`src/rtl/mux_scan_pkg.sv`:
```
// Shared types and constants for the 16-channel mux scanner.
package mux_scan_pkg;

    localparam int unsigned NCH   = 16;
    localparam int unsigned SEL_W = 4;
    localparam int unsigned CNT_W = 4;

    typedef enum logic [1:0] {
        StIdle,
        StCheck,
        StScan,
        StDone
    } state_e;

endpackage

```
`src/rtl/mux_scan_timer.sv`:
```
// Settle down-counter: reloads on load_i, otherwise counts down and parks at zero.
module mux_scan_timer
    import mux_scan_pkg::*;
(
    input  logic             clk,
    input  logic             rst_n,
    input  logic             load_i,
    input  logic [CNT_W-1:0] value_i,
    output logic             expire_o
);

    logic [CNT_W-1:0] cnt_q, cnt_d;

    always_comb begin
        cnt_d = cnt_q;
        if (load_i) begin
            cnt_d = value_i;
        end else if (cnt_q != '0) begin
            cnt_d = cnt_q - 1'b1;
        end
    end

    always_ff @(posedge clk or negedge rst_n) begin
        if (!rst_n) begin
            cnt_q <= '0;
        end else begin
            cnt_q <= cnt_d;
        end
    end

    assign expire_o = (cnt_q == '0);

endmodule

```
`src/rtl/mux_scan_capture.sv`:
```
// Scans a 16:1 enabled mux: zero check with the mux disabled, then one sample per channel,
// delivered as a 16-bit word over a valid/ready handshake.
module mux_scan_capture
    import mux_scan_pkg::*;
#(
    parameter int unsigned SETTLE = 1
) (
    input  logic             clk,
    input  logic             rst_n,
    input  logic             start_i,
    input  logic             mux_v_i,
    output logic [SEL_W-1:0] sel_o,
    output logic             mux_en_o,
    output logic             busy_o,
    output logic [NCH-1:0]   word_o,
    output logic             err_o,
    output logic             valid_o,
    input  logic             ready_i
);

    state_e           state_q, state_d;
    logic [SEL_W-1:0] ch_q, ch_d;
    logic [NCH-1:0]   acc_q, acc_d;
    logic             err_acc_q, err_acc_d;
    logic [NCH-1:0]   word_q, word_d;
    logic             err_q, err_d;
    logic [SEL_W-1:0] sel_q, sel_d;
    logic             en_q, en_d;
    logic             busy_q, busy_d;
    logic             valid_q, valid_d;
    logic             load;
    logic             expire;

    mux_scan_timer u_timer (
        .clk      (clk),
        .rst_n    (rst_n),
        .load_i   (load),
        .value_i  (CNT_W'(SETTLE)),
        .expire_o (expire)
    );

    always_comb begin
        state_d   = state_q;
        ch_d      = ch_q;
        acc_d     = acc_q;
        err_acc_d = err_acc_q;
        word_d    = word_q;
        err_d     = err_q;
        load      = 1'b0;
        unique case (state_q)
            StIdle: begin
                if (start_i) begin
                    state_d = StCheck;
                    load    = 1'b1;
                end
            end
            StCheck: begin
                if (expire) begin
                    err_acc_d = mux_v_i;
                    ch_d      = '0;
                    state_d   = StScan;
                    load      = 1'b1;
                end
            end
            StScan: begin
                if (expire) begin
                    acc_d[ch_q] = mux_v_i;
                    load        = 1'b1;
                    if (ch_q == SEL_W'(NCH - 1)) begin
                        // Final sample goes straight into the word alongside the accumulated bits.
                        word_d  = acc_d;
                        err_d   = err_acc_q;
                        ch_d    = '0;
                        state_d = StDone;
                    end else begin
                        ch_d = ch_q + 1'b1;
                    end
                end
            end
            StDone: begin
                if (ready_i) begin
                    state_d = StIdle;
                end
            end
            default: state_d = StIdle;
        endcase
    end

    // Outputs are decoded from the next state so the registered pins track the FSM with no lag.
    always_comb begin
        sel_d   = (state_d == StScan) ? ch_d : '0;
        en_d    = (state_d == StScan);
        busy_d  = (state_d != StIdle);
        valid_d = (state_d == StDone);
    end

    always_ff @(posedge clk or negedge rst_n) begin
        if (!rst_n) begin
            state_q   <= StIdle;
            ch_q      <= '0;
            acc_q     <= '0;
            err_acc_q <= 1'b0;
            word_q    <= '0;
            err_q     <= 1'b0;
            sel_q     <= '0;
            en_q      <= 1'b0;
            busy_q    <= 1'b0;
            valid_q   <= 1'b0;
        end else begin
            state_q   <= state_d;
            ch_q      <= ch_d;
            acc_q     <= acc_d;
            err_acc_q <= err_acc_d;
            word_q    <= word_d;
            err_q     <= err_d;
            sel_q     <= sel_d;
            en_q      <= en_d;
            busy_q    <= busy_d;
            valid_q   <= valid_d;
        end
    end

    assign sel_o    = sel_q;
    assign mux_en_o = en_q;
    assign busy_o   = busy_q;
    assign word_o   = word_q;
    assign err_o    = err_q;
    assign valid_o  = valid_q;

endmodule

```
`config.mk`:
```
export PLATFORM = sky130hd
export DESIGN_NAME = mux_scan_capture
export DESIGN_NICKNAME = d
export VERILOG_FILES = /design/src/rtl/mux_scan_pkg.sv /design/src/rtl/mux_scan_timer.sv /design/src/rtl/mux_scan_capture.sv
export SDC_FILE = /design/constraint.sdc
export NUM_CORES = 1
export LEC_CHECK = 0
export ABC_AREA = 1
export CAP_MARGIN = 10
export CORE_UTILIZATION = 30
export CTS_CLUSTER_DIAMETER = 200
export DETAILED_ROUTE_END_ITERATION = 6
export PLACE_DENSITY = 0.5
export REMOVE_ABC_BUFFERS = 1
export SLEW_MARGIN = 10
export SYNTH_ARGS = -nofsm -noshare
export SYNTH_HDL_FRONTEND = slang
export SYNTH_HIERARCHICAL = 1
export SYNTH_SLANG_ARGS = --single-unit
```
`constraint.sdc`:
```
create_clock -name clk -period 2 [get_ports clk]
set_input_delay 0.6 -clock clk [delete_from_list [all_inputs] [get_ports clk]]
set_output_delay 0.6 -clock clk [all_outputs]
set_load 0.01 [all_outputs]
```
# [Word-level counts from Yosys, hierarchy flattened]
# Cells that the tools add are included.
[totals] ff_bits=51 inputBits=5 output_inout_bits=24 elab_cells=50
[classes] add_sub_neg=2 order_cmp=2 n_eq_ne=6 n_mux=19 reduce_logical=10
[ops] cell="2-to-1 mux 4 bit" n=6
[ops] cell="bitwise mux 16 bit" n=1
[ops] cell="2-to-1 mux 2 bit" n=5
[ops] cell="== test 2 bit, second input constant" n=4
[ops] cell="one-hot mux 2 bit (4 select lines)" n=1
[ops] cell="one-hot mux 4 bit (2 select lines)" n=1
[ops] cell="less-than comparator 4 x 5 -> 1 bit, second input constant" n=1
[ops] cell="adder 4 x 1 -> 4 bit, second input constant" n=1
[ops] cell="demux 1 bit (select 4 bit)" n=1
[ops] cell="== test 4 bit, second input constant" n=1
[ops] cell=">= comparator 4 x 1 -> 1 bit, second input constant" n=1
[ops] cell="logical NOT 4 bit" n=1
[ops] cell="AND reduction 2 bit" n=2
[ops] cell="nonzero test 2 bit" n=2
[ops] cell="nonzero test 4 bit" n=1
[ops] cell="subtractor 4 x 1 -> 4 bit, second input constant" n=1
[ops] cell="2-to-1 mux 1 bit" n=3
[ops] cell="AND reduction 3 bit" n=1
[ops] cell="== test 2 x 1 -> 1 bit, second input constant" n=1
[ops] cell="logical NOT 2 bit" n=1
[ops] cell="one-hot mux 1 bit (2 select lines)" n=1
[ops] cell="OR reduction 2 bit" n=1
[ops] cell="logical AND 1 bit" n=1

# [Longest topological paths before layout]
# Gate-level depths: netlist (run 1).
[logic_depth] word_depth=6 depth_mapped=12 mapped_depth_nobuf=12

# [Modules after synthesis]
# The synthesis (run 1) kept the hierarchy.
[by_module_without_submodules] module="mux_scan_capture" n_inst=1 cells_each=255 area_each_um2=2199.6 seq_area_each_um2=1151.1
[by_module_without_submodules] module="mux_scan_timer" n_inst=1 cells_each=34 area_each_um2=242.7 seq_area_each_um2=100.1

# [Worst setup path before layout (run 1)]
# OpenSTA, ideal clock, no wires.
[synth_timing] path_kind="reg-to-reg" start="register u_timer.cnt_q[0]" end="register u_timer.cnt_q[3]" setup_time_ns=0.116 arrival_time_ns=1.608 required_time_ns=1.884 slack_ns=0.276 stages_incl_launch_ff=12 path_buffers=0 period_less_slack_ns=1.724 path_cell_list="dfrtp_1 -> inv_1 -> ha_1 -> nand2_1 -> inv_1 -> nand2_1 -> a21oi_1 -> inv_1 -> nand2_1 -> inv_1 -> nand2_1 -> nand2_1"
[synth_between] elab_chain_cells=4 word_cells_on_any_way=8 cone_classes="1 x add/sub; 4 x mux; 3 x reduce/logical"
[synth_lines] element="from (decl)" line="mux_scan_timer.sv:12" source="logic [CNT_W-1:0] cnt_q, cnt_d;"
[synth_lines] element="from (signal assigned)" line="mux_scan_timer.sv:27" source="cnt_q <= cnt_d;"
[synth_lines] element="logical NOT 4 bit (*)" line="mux_scan_timer.sv:31" source="assign expire_o = (cnt_q == '0);"
[synth_lines] element="via expire" line="mux_scan_capture.sv:32" source="logic expire;"
[synth_lines] element="2-to-1 mux 1 bit (*)" line="mux_scan_capture.sv:58, mux_scan_capture.sv:66"
[synth_lines] element="one-hot mux 1 bit (2 select lines) (*)" line="mux_scan_capture.sv:50" source="unique case (state_q)"
[synth_lines] element="via load" line="mux_scan_capture.sv:31" source="logic load;"
[synth_lines] element="2-to-1 mux 4 bit / nonzero test 2 bit (equally long branches)"
# The timed path passes the listed nets; every way through them passes the cells marked *. The select of a mux whose other input is x is not followed.
# A chain may end at the register's enable or synchronous reset.

# [Worst setup path after layout (run 1)]
[layout_timing] start="register word_q[11], in the netlist word_o[11]" end="output word_o[11]"
[layout_lines] element="from (decl)" line="mux_scan_capture.sv:25" source="logic [NCH-1:0] word_q, word_d;"
[layout_lines] element="from (signal assigned)" line="mux_scan_capture.sv:114" source="word_q <= word_d;"
[layout_lines] element="to (decl)" line="mux_scan_capture.sv:15" source="output logic [NCH-1:0] word_o,"
# No word-level cell between the ends.

==> flow_results.xml, run 1 <==
<?xml version="1.0" encoding="UTF-8"?>
<metrics>
  <group name="sta">
    <metric name="setup-violations-final" unit="">0</metric>
    <metric name="clock_skew" unit="ns">0.00871</metric>
    <metric name="maxSlewViolCount" unit="">0</metric>
    <metric name="rsz_0062_raised_after_global_routing" unit="">false</metric>
    <metric name="fmax" unit="MHz">552</metric>
    <metric name="layout_worst_path_cycle_share" unit="%">90.6</metric>
    <metric name="timing.final.ws_setup" unit="ns">0.189</metric>
    <metric name="timing_hold_violations_final" unit="">0</metric>
    <metric name="setup_total_negative_slack" unit="ns">0</metric>
    <metric name="period_needed" unit="ns">1.81</metric>
  </group>
  <group name="worst_setup_path">
    <metric name="crit_path_cell_trace" unit="">clkdlybuf4s50_1</metric>
    <metric name="critPathKind" unit="">flip-flop to output port</metric>
    <metric name="worstReg2RegStart" unit="">u_timer/cnt_q[0]$_DFFE_PN0P_</metric>
    <metric name="critical-path-top-delay-family" unit="">buffers and inverters</metric>
    <metric name="rr_endpoint" unit="">sel_o[2]$_DFF_PN0_</metric>
    <metric name="cpMaxStageDelayCell" unit="">sky130_fd_sc_hd__clkdlybuf4s50_1</metric>
    <metric name="crit_path_max_incr_delay" unit="ns">0.54</metric>
    <metric name="r2r_setup_slack" unit="ns">0.19</metric>
    <metric name="arr_time_crit_path" unit="ns">1.21</metric>
    <metric name="start_kind" unit="">flip-flop</metric>
    <metric name="worstPathBufferInverterCount" unit="">1</metric>
    <metric name="rr_worst_depth" unit="">10</metric>
    <metric name="worst-path-stages" unit="">1</metric>
    <metric name="required" unit="ns">1.40</metric>
    <metric name="cp-end-kind" unit="">output port</metric>
    <metric name="worst-path-max-fanout" unit="">2</metric>
  </group>
  <group name="yosys">
    <metric name="ys_types" unit="">25</metric>
    <metric name="seq_cells_post_synth" unit="">50</metric>
    <metric name="postSynthAreaPerCell" unit="um^2">8.45</metric>
    <metric name="synth.area.top_cells" unit="">sky130_fd_sc_hd__dfrtp_1 51%, sky130_fd_sc_hd__nand2_1 14%, sky130_fd_sc_hd__ha_1 5.1%</metric>
    <metric name="synth_top_cell_by_area" unit="">sky130_fd_sc_hd__dfrtp_1</metric>
    <metric name="synthesis.area" unit="mm^2">0.00244</metric>
    <metric name="synth_warnings" unit="">6</metric>
    <metric name="number_of_instances_in_the_synthesized_netlist" unit="">289</metric>
    <metric name="synth.top_cell.area_share" unit="%">51.2</metric>
    <metric name="synth_seq_area_share" unit="%">51.2</metric>
  </group>
  <group name="grt">
    <metric name="track_usage" unit="%">13.0</metric>
    <metric name="grt_antenna_before_repair" unit="">0</metric>
    <metric name="vias_in_the_first_global_route" unit="">1917</metric>
    <metric name="global_route_wire_length_before_repair" unit="mm">8.87</metric>
    <metric name="gr-total-overflow" unit="">0</metric>
    <metric name="grt_max_degree" unit="">51</metric>
  </group>
  <group name="power_and_ir_drop">
    <metric name="pwr-share-clk" unit="%">20.7</metric>
    <metric name="peakVddDrop" unit="mV">0.757</metric>
    <metric name="ratio_of_total_power_to_cell_area" unit="mW/mm^2">1040</metric>
    <metric name="power_frac_comb" unit="%">35.9</metric>
    <metric name="netSwitchingFraction" unit="%">37.5</metric>
    <metric name="internal_power" unit="uW">1930</metric>
    <metric name="p_seq_share" unit="%">43.4</metric>
    <metric name="leakage" unit="uW">0.00142</metric>
    <metric name="p_switching" unit="uW">1160</metric>
  </group>
  <group name="finish">
    <metric name="multi_input_comb_area" unit="mm^2">0.00103</metric>
    <metric name="layout.cells.most_common" unit="">sky130_fd_sc_hd__nand2_1</metric>
    <metric name="num_antenna_cells" unit="">0</metric>
    <metric name="post_route_cells_drive_above_1_share" unit="%">9.88</metric>
    <metric name="final-seq-area" unit="mm^2">0.00125</metric>
    <metric name="fillers" unit="">804</metric>
    <metric name="nNetsFinal" unit="">338</metric>
    <metric name="layout.cells.most_common_list" unit="">92 x sky130_fd_sc_hd__nand2_1, 50 x sky130_fd_sc_hd__dfrtp_1, 29 x sky130_fd_sc_hd__inv_1</metric>
    <metric name="areaGrowthSynthToFinish" unit="%">21.0</metric>
  </group>
  <group name="cts">
    <metric name="post_cts.repair.setup_buffers" unit="">0</metric>
    <metric name="clk-insertion-delay-late" unit="ns">0.30</metric>
    <metric name="clkSinkCount" unit="">50</metric>
    <metric name="cts_root_buffer" unit="">sky130_fd_sc_hd__clkbuf_8</metric>
    <metric name="cts_tree" unit="">done</metric>
    <metric name="htree_levels" unit="">2</metric>
    <metric name="postCtsHoldBufs" unit="">0</metric>
    <metric name="clk_pin_slew_worst_paths" unit="ns">0.10</metric>
    <metric name="ctsLongestPathBuffers" unit="">2</metric>
    <metric name="numCtsBuffers" unit="">5</metric>
  </group>
  <group name="route">
    <metric name="vias" unit="">1841</metric>
    <metric name="drt_iter0_markers" unit="">58</metric>
    <metric name="drt-pass1-iter-count" unit="">4</metric>
    <metric name="route.antenna.remaining_nets" unit="">0</metric>
    <metric name="detail_routed_net_length_per_standard_cell" unit="um">11.4</metric>
    <metric name="routed_wirelength" unit="mm">4.84</metric>
    <metric name="routed_via_density" unit="">4.32</metric>
    <metric name="route.detailed.drc" unit="">0</metric>
  </group>
  <group name="worst_hold_path">
    <metric name="hold_path_class" unit="">input port to async pin</metric>
  </group>
  <group name="floorplanning">
    <metric name="chipWidth" unit="um">92.2</metric>
    <metric name="die_h" unit="um">92.2</metric>
    <metric name="die_area" unit="mm^2">0.00851</metric>
    <metric name="row_count" unit="">32</metric>
    <metric name="core" unit="mm^2">0.00781</metric>
    <metric name="floorplan.initialDensity" unit="%">31.3</metric>
    <metric name="pin_count" unit="">29</metric>
  </group>
  <group name="placement">
    <metric name="place_hpwl" unit="mm">3.27</metric>
    <metric name="pre_cts_ws" unit="ns">0.148</metric>
    <metric name="port_buffers" unit="">28</metric>
    <metric name="gp_congestion" unit="">0.808</metric>
  </group>
  <group name="run">
    <metric name="maxCapViolations" unit="">0</metric>
  </group>
  <group name="run_status">
    <metric name="run_status" unit="">finished, final reports clean</metric>
  </group>
</metrics>
## logic make-up (layout without fill, tap and decap cells)
| family | Yosys count | in the layout | share of synthesized area [%] |
|---|---|---|---|
| AND/OR/NAND/NOR | 137 | 137 | 23.2 |
| flip-flops | 50 | 50 | 51.2 |
| AO/OA/AOI/OAI | 44 | 44 | 9.48 |
| buffers and inverters | 38 | 71 | 7.07 |
| adder cells (fa/ha/maj) | 10 | 10 | 5.12 |
| multiplexers | 7 | 7 | 3.23 |
| other | 2 | 4 | 0.307 |
| XOR/XNOR | 1 | 1 | 0.359 |
## cells in the mapped netlist
| cell type | number |
|---|---|
| sky130_fd_sc_hd__inv_4 | 1 |
| sky130_fd_sc_hd__inv_1 | 29 |
| sky130_fd_sc_hd__nor3_1 | 1 |
| sky130_fd_sc_hd__a21oi_1 | 12 |
| sky130_fd_sc_hd__o21ai_0 | 23 |
| sky130_fd_sc_hd__a21oi_2 | 1 |
| sky130_fd_sc_hd__nand3b_1 | 1 |
| sky130_fd_sc_hd__xnor2_1 | 1 |
| sky130_fd_sc_hd__o21ai_2 | 2 |
| sky130_fd_sc_hd__ha_1 | 10 |
| sky130_fd_sc_hd__nor2_2 | 2 |
| sky130_fd_sc_hd__nor2_4 | 1 |
| sky130_fd_sc_hd__o21ai_1 | 6 |
| sky130_fd_sc_hd__nor2_1 | 22 |
| sky130_fd_sc_hd__nand3_2 | 2 |
| sky130_fd_sc_hd__clkbuf_1 | 1 |
| sky130_fd_sc_hd__nand2_2 | 2 |
| sky130_fd_sc_hd__nand4_1 | 1 |
| sky130_fd_sc_hd__buf_2 | 4 |
| sky130_fd_sc_hd__nand2_1 | 93 |
| sky130_fd_sc_hd__nand3_1 | 12 |
| sky130_fd_sc_hd__buf_6 | 3 |
| sky130_fd_sc_hd__mux2_2 | 7 |
| sky130_fd_sc_hd__conb_1 | 2 |
| sky130_fd_sc_hd__dfrtp_1 | 50 |
## state kept, by name, indices dropped and copies added (netlist names)
signal,count
acc_q,15
sel_o,4
state_q,2
err_acc_q,1
u_timer/cnt_q,4
valid_o,1
busy_o,1
mux_en_o,1
ch_q,4
word_o,16
err_o,1
## cell type report
| type | instances | share of cell area (%) |
|---|---|---|
| Timing Repair Buffer | 33 | 11.4 |
| Clock inverter | 1 | 0.296 |
| Inverter | 30 | 3.89 |
| Multi-Input combinational cell | 203 | 34.8 |
| Clock buffer | 7 | 2.92 |
| Tap cell | 102 | 4.32 |
| Sequential cell | 50 | 42.3 |
## stage by stage
step	hold slack [ns]	area, um^2	util (%)	instances	total power [uW]
floorplan	0.304	2390	-	283	2140
global placement	0.455	2860	36.6	418	2460
detailed placement	0.458	2860	36.6	418	2470
CTS	0.287	2950	37.8	426	3120
global route	0.287	2960	37.9	426	3380
finish	0.270	2960	37.9	426	3090
## metal layers
layer  wire length, um  global-route usage, %  up-vias
li1                  -                      -      972
met1              2490                   17.3      835
met2              2140                   21.4       29
met3               163                   2.82        5
met4                48                   3.26        0
met5                 0                      0        -
## power groups by stage
stage	clock, uW	sequential [uW]	combinational [uW]
2_1_floorplan	0	1350	797
3_3_place_gp	0	1360	1100
3_5_place_dp	0	1360	1110
4_1_cts	666	1340	1120
5_1_grt	704	1370	1310
6_report	639	1340	1110
## worst max-delay path by stage
| stage | from | endpoint | slack [ns] |
|---|---|---|---|
| after global placement | start_i | u_timer/cnt_q[3]$_DFFE_PN0P_ | 0.17 |
| after global routing | u_timer/cnt_q[0]$_DFFE_PN0P_ | sel_o[0]$_DFF_PN0_ | 0.01 |
| final | word_o[11]$_DFFE_PN0P_ | word_o[11] | 0.19 |
| after detailed placement | start_i | u_timer/cnt_q[3]$_DFFE_PN0P_ | 0.15 |
| after CTS | u_timer/cnt_q[0]$_DFFE_PN0P_ | sel_o[2]$_DFF_PN0_ | 0.17 |
| after floorplan | u_timer/cnt_q[0]$_DFFE_PN0P_ | sel_o[3]$_DFF_PN0_ | 0.12 |
## timing repair
item	in CTS	in global routing
endpoints found under the hold margin	0	0
endpoints found under the setup margin	0	3
gates resized for setup	0	1
No activity file was read; power rests on OpenSTA's default activity.
==> inputs of run 2 (changes only) <==
Settings changed: CAP_MARGIN 10 to 20, CORE_UTILIZATION 30 to 50, PLACE_DENSITY 0.5 to 0.75.
==> flow_results.xml, run 2 (synthesis gave the netlist of run 1 again) <==
<?xml version="1.0" encoding="UTF-8"?>
<metrics>
  <group name="sta">
    <metric name="setup-violations-final" unit="">0</metric>
    <metric name="setup_total_negative_slack" unit="ns">0</metric>
    <metric name="fmax" unit="MHz">557</metric>
    <metric name="maxSlewViolCount" unit="">0</metric>
    <metric name="rsz_0062_raised_after_global_routing" unit="">false</metric>
    <metric name="layout_worst_path_cycle_share" unit="%">89.8</metric>
    <metric name="clock_skew" unit="ns">0.00748</metric>
    <metric name="period_needed" unit="ns">1.80</metric>
    <metric name="timing_hold_violations_final" unit="">0</metric>
  </group>
  <group name="floorplanning">
    <metric name="die_h" unit="um">71.9</metric>
    <metric name="floorplan.initialDensity" unit="%">51.7</metric>
    <metric name="chipWidth" unit="um">71.9</metric>
    <metric name="pin_count" unit="">29</metric>
    <metric name="core" unit="mm^2">0.00472</metric>
    <metric name="row_count" unit="">25</metric>
    <metric name="die_area" unit="mm^2">0.00517</metric>
  </group>
  <group name="grt">
    <metric name="track_usage" unit="%">19.6</metric>
    <metric name="groute.layer.met2.usage" unit="%">32.4</metric>
    <metric name="grt_max_degree" unit="">51</metric>
    <metric name="global_route_wire_length_before_repair" unit="mm">7.96</metric>
    <metric name="gr-max-usage-layer" unit="">met2</metric>
    <metric name="vias_in_the_first_global_route" unit="">1821</metric>
    <metric name="grt_antenna_before_repair" unit="">0</metric>
    <metric name="met1_demand_to_capacity_share_in_global_routing" unit="%">25.3</metric>
    <metric name="gr-total-overflow" unit="">0</metric>
    <metric name="groute.layer.met3.usage" unit="%">5.28</metric>
  </group>
  <group name="worst_setup_path">
    <metric name="cpMaxStageDelayCell" unit="">sky130_fd_sc_hd__clkdlybuf4s50_1</metric>
    <metric name="start_kind" unit="">flip-flop</metric>
    <metric name="arr_time_crit_path" unit="ns">1.20</metric>
    <metric name="required" unit="ns">1.40</metric>
    <metric name="rr_worst_depth" unit="">10</metric>
    <metric name="worst-path-stages" unit="">1</metric>
    <metric name="critical-path-top-delay-family" unit="">buffers and inverters</metric>
    <metric name="cp-end-kind" unit="">output port</metric>
    <metric name="worst-path-max-fanout" unit="">2</metric>
    <metric name="crit_path_max_incr_delay" unit="ns">0.54</metric>
    <metric name="crit_path_cell_trace" unit="">clkdlybuf4s50_1</metric>
    <metric name="critPathKind" unit="">flip-flop to output port</metric>
    <metric name="worstPathBufferInverterCount" unit="">1</metric>
  </group>
  <group name="cts">
    <metric name="clk-insertion-delay-late" unit="ns">0.30</metric>
    <metric name="numCtsBuffers" unit="">5</metric>
    <metric name="ctsLongestPathBuffers" unit="">2</metric>
    <metric name="cts_tree" unit="">done</metric>
    <metric name="post_cts.resized_instances" unit="">0</metric>
    <metric name="post_cts.repair.setup_buffers" unit="">0</metric>
    <metric name="htree_levels" unit="">2</metric>
    <metric name="clkSinkCount" unit="">50</metric>
    <metric name="postCtsHoldBufs" unit="">0</metric>
    <metric name="clk_pin_slew_worst_paths" unit="ns">0.09</metric>
    <metric name="cts_root_buffer" unit="">sky130_fd_sc_hd__clkbuf_8</metric>
  </group>
  <group name="finish">
    <metric name="post_route_cells_drive_above_1_share" unit="%">9.88</metric>
    <metric name="num_antenna_cells" unit="">0</metric>
    <metric name="nNetsFinal" unit="">338</metric>
    <metric name="max_ffs_per_register" unit="">16</metric>
    <metric name="layout.cells.most_common" unit="">sky130_fd_sc_hd__nand2_1</metric>
    <metric name="fillers" unit="">431</metric>
    <metric name="areaGrowthSynthToFinish" unit="%">19.7</metric>
    <metric name="layout.cells.most_common_list" unit="">92 x sky130_fd_sc_hd__nand2_1, 50 x sky130_fd_sc_hd__dfrtp_1, 28 x sky130_fd_sc_hd__inv_1</metric>
  </group>
  <group name="worst_hold_path">
    <metric name="hold_path_class" unit="">input port to async pin</metric>
  </group>
  <group name="power_and_ir_drop">
    <metric name="peakVddDrop" unit="mV">0.707</metric>
    <metric name="leakage" unit="uW">0.00142</metric>
    <metric name="totalPowerFinal" unit="uW">3140</metric>
    <metric name="ratio_of_total_power_to_cell_area" unit="mW/mm^2">1070</metric>
  </group>
  <group name="route">
    <metric name="drt-pass1-iter-count" unit="">4</metric>
    <metric name="route.detailed.drc" unit="">0</metric>
    <metric name="routed_wirelength" unit="mm">4.38</metric>
    <metric name="vias" unit="">1898</metric>
    <metric name="routed_via_density" unit="">4.85</metric>
    <metric name="detail_routed_net_length_per_standard_cell" unit="um">11.2</metric>
    <metric name="drt_iter0_markers" unit="">119</metric>
    <metric name="route.antenna.remaining_nets" unit="">0</metric>
  </group>
  <group name="run_status">
    <metric name="run_status" unit="">finished, final reports clean</metric>
  </group>
  <group name="placement">
    <metric name="port_buffers" unit="">28</metric>
    <metric name="gp_congestion" unit="">0.765</metric>
    <metric name="place_hpwl" unit="mm">3.12</metric>
  </group>
  <group name="run">
    <metric name="maxCapViolations" unit="">0</metric>
  </group>
</metrics>
==> run 2: cell count changes in the layout (fill, tap and decap cells not counted), sizes merged <==
cell	change
bufinv	+1
inv	-1
==> run 2: cell type report <==
class	instances	area, um^2	area share, %
multi-input cells	203	1030	35.2
clock buffers	7	76.3	2.61
repair buffers	33	338	11.6
flip-flops and latches	50	1250	42.8
clock inverters	1	30.0	1.03
inverters	30	115	3.94
well taps	67	83.8	2.87
==> run 2: path summary, 6_finish.rpt <==
kind / slack (ns) / endpoint / startpoint
worst max-delay path: 0.20 / word_o[6] / word_o[6]$_DFFE_PN0P_
worst min-delay path: 0.27 / acc_q[14]$_DFFE_PN0P_ / rst_n
worst max register to register: 0.21 / sel_o[2]$_DFF_PN0_ / u_timer/cnt_q[0]$_DFFE_PN0P_
worst min register to register: 0.48 / err_o$_DFFE_PN0P_ / err_o$_DFFE_PN0P_
max in group asynchronous: 1.49 / ch_q[3]$_DFF_PN0_ / rst_n
min in group clk: 0.48 / err_o$_DFFE_PN0P_ / err_o$_DFFE_PN0P_
==> run 2: per-stage QoR <==
stage               cell area (um^2)  instances  worst slack [ns]  utilization [%]  hold WS (ns)
floorplan                       2390        283             0.121                -         0.304
global placement                2810        383             0.192             59.6         0.455
detailed placement              2810        383             0.164             59.6         0.461
CTS                             2920        391             0.137             61.8         0.288
global route                    2920        391           0.00540             61.9         0.286
finish                          2920        391             0.205             61.9         0.270
==> run 2: layer usage <==
layer,vias to the layer above,share of wire [%]
li1,971,-
met1,880,47
met2,40,47
met3,7,4.3
met4,0,1.7
met5,-,0
==> run 2: power by group <==
part           internal, uW  total [uW]  leakage, uW  switching, uW
clock network           374         688    0.0000524            313
logic                   427        1110     0.000826            680
registers              1210        1340     0.000542            126
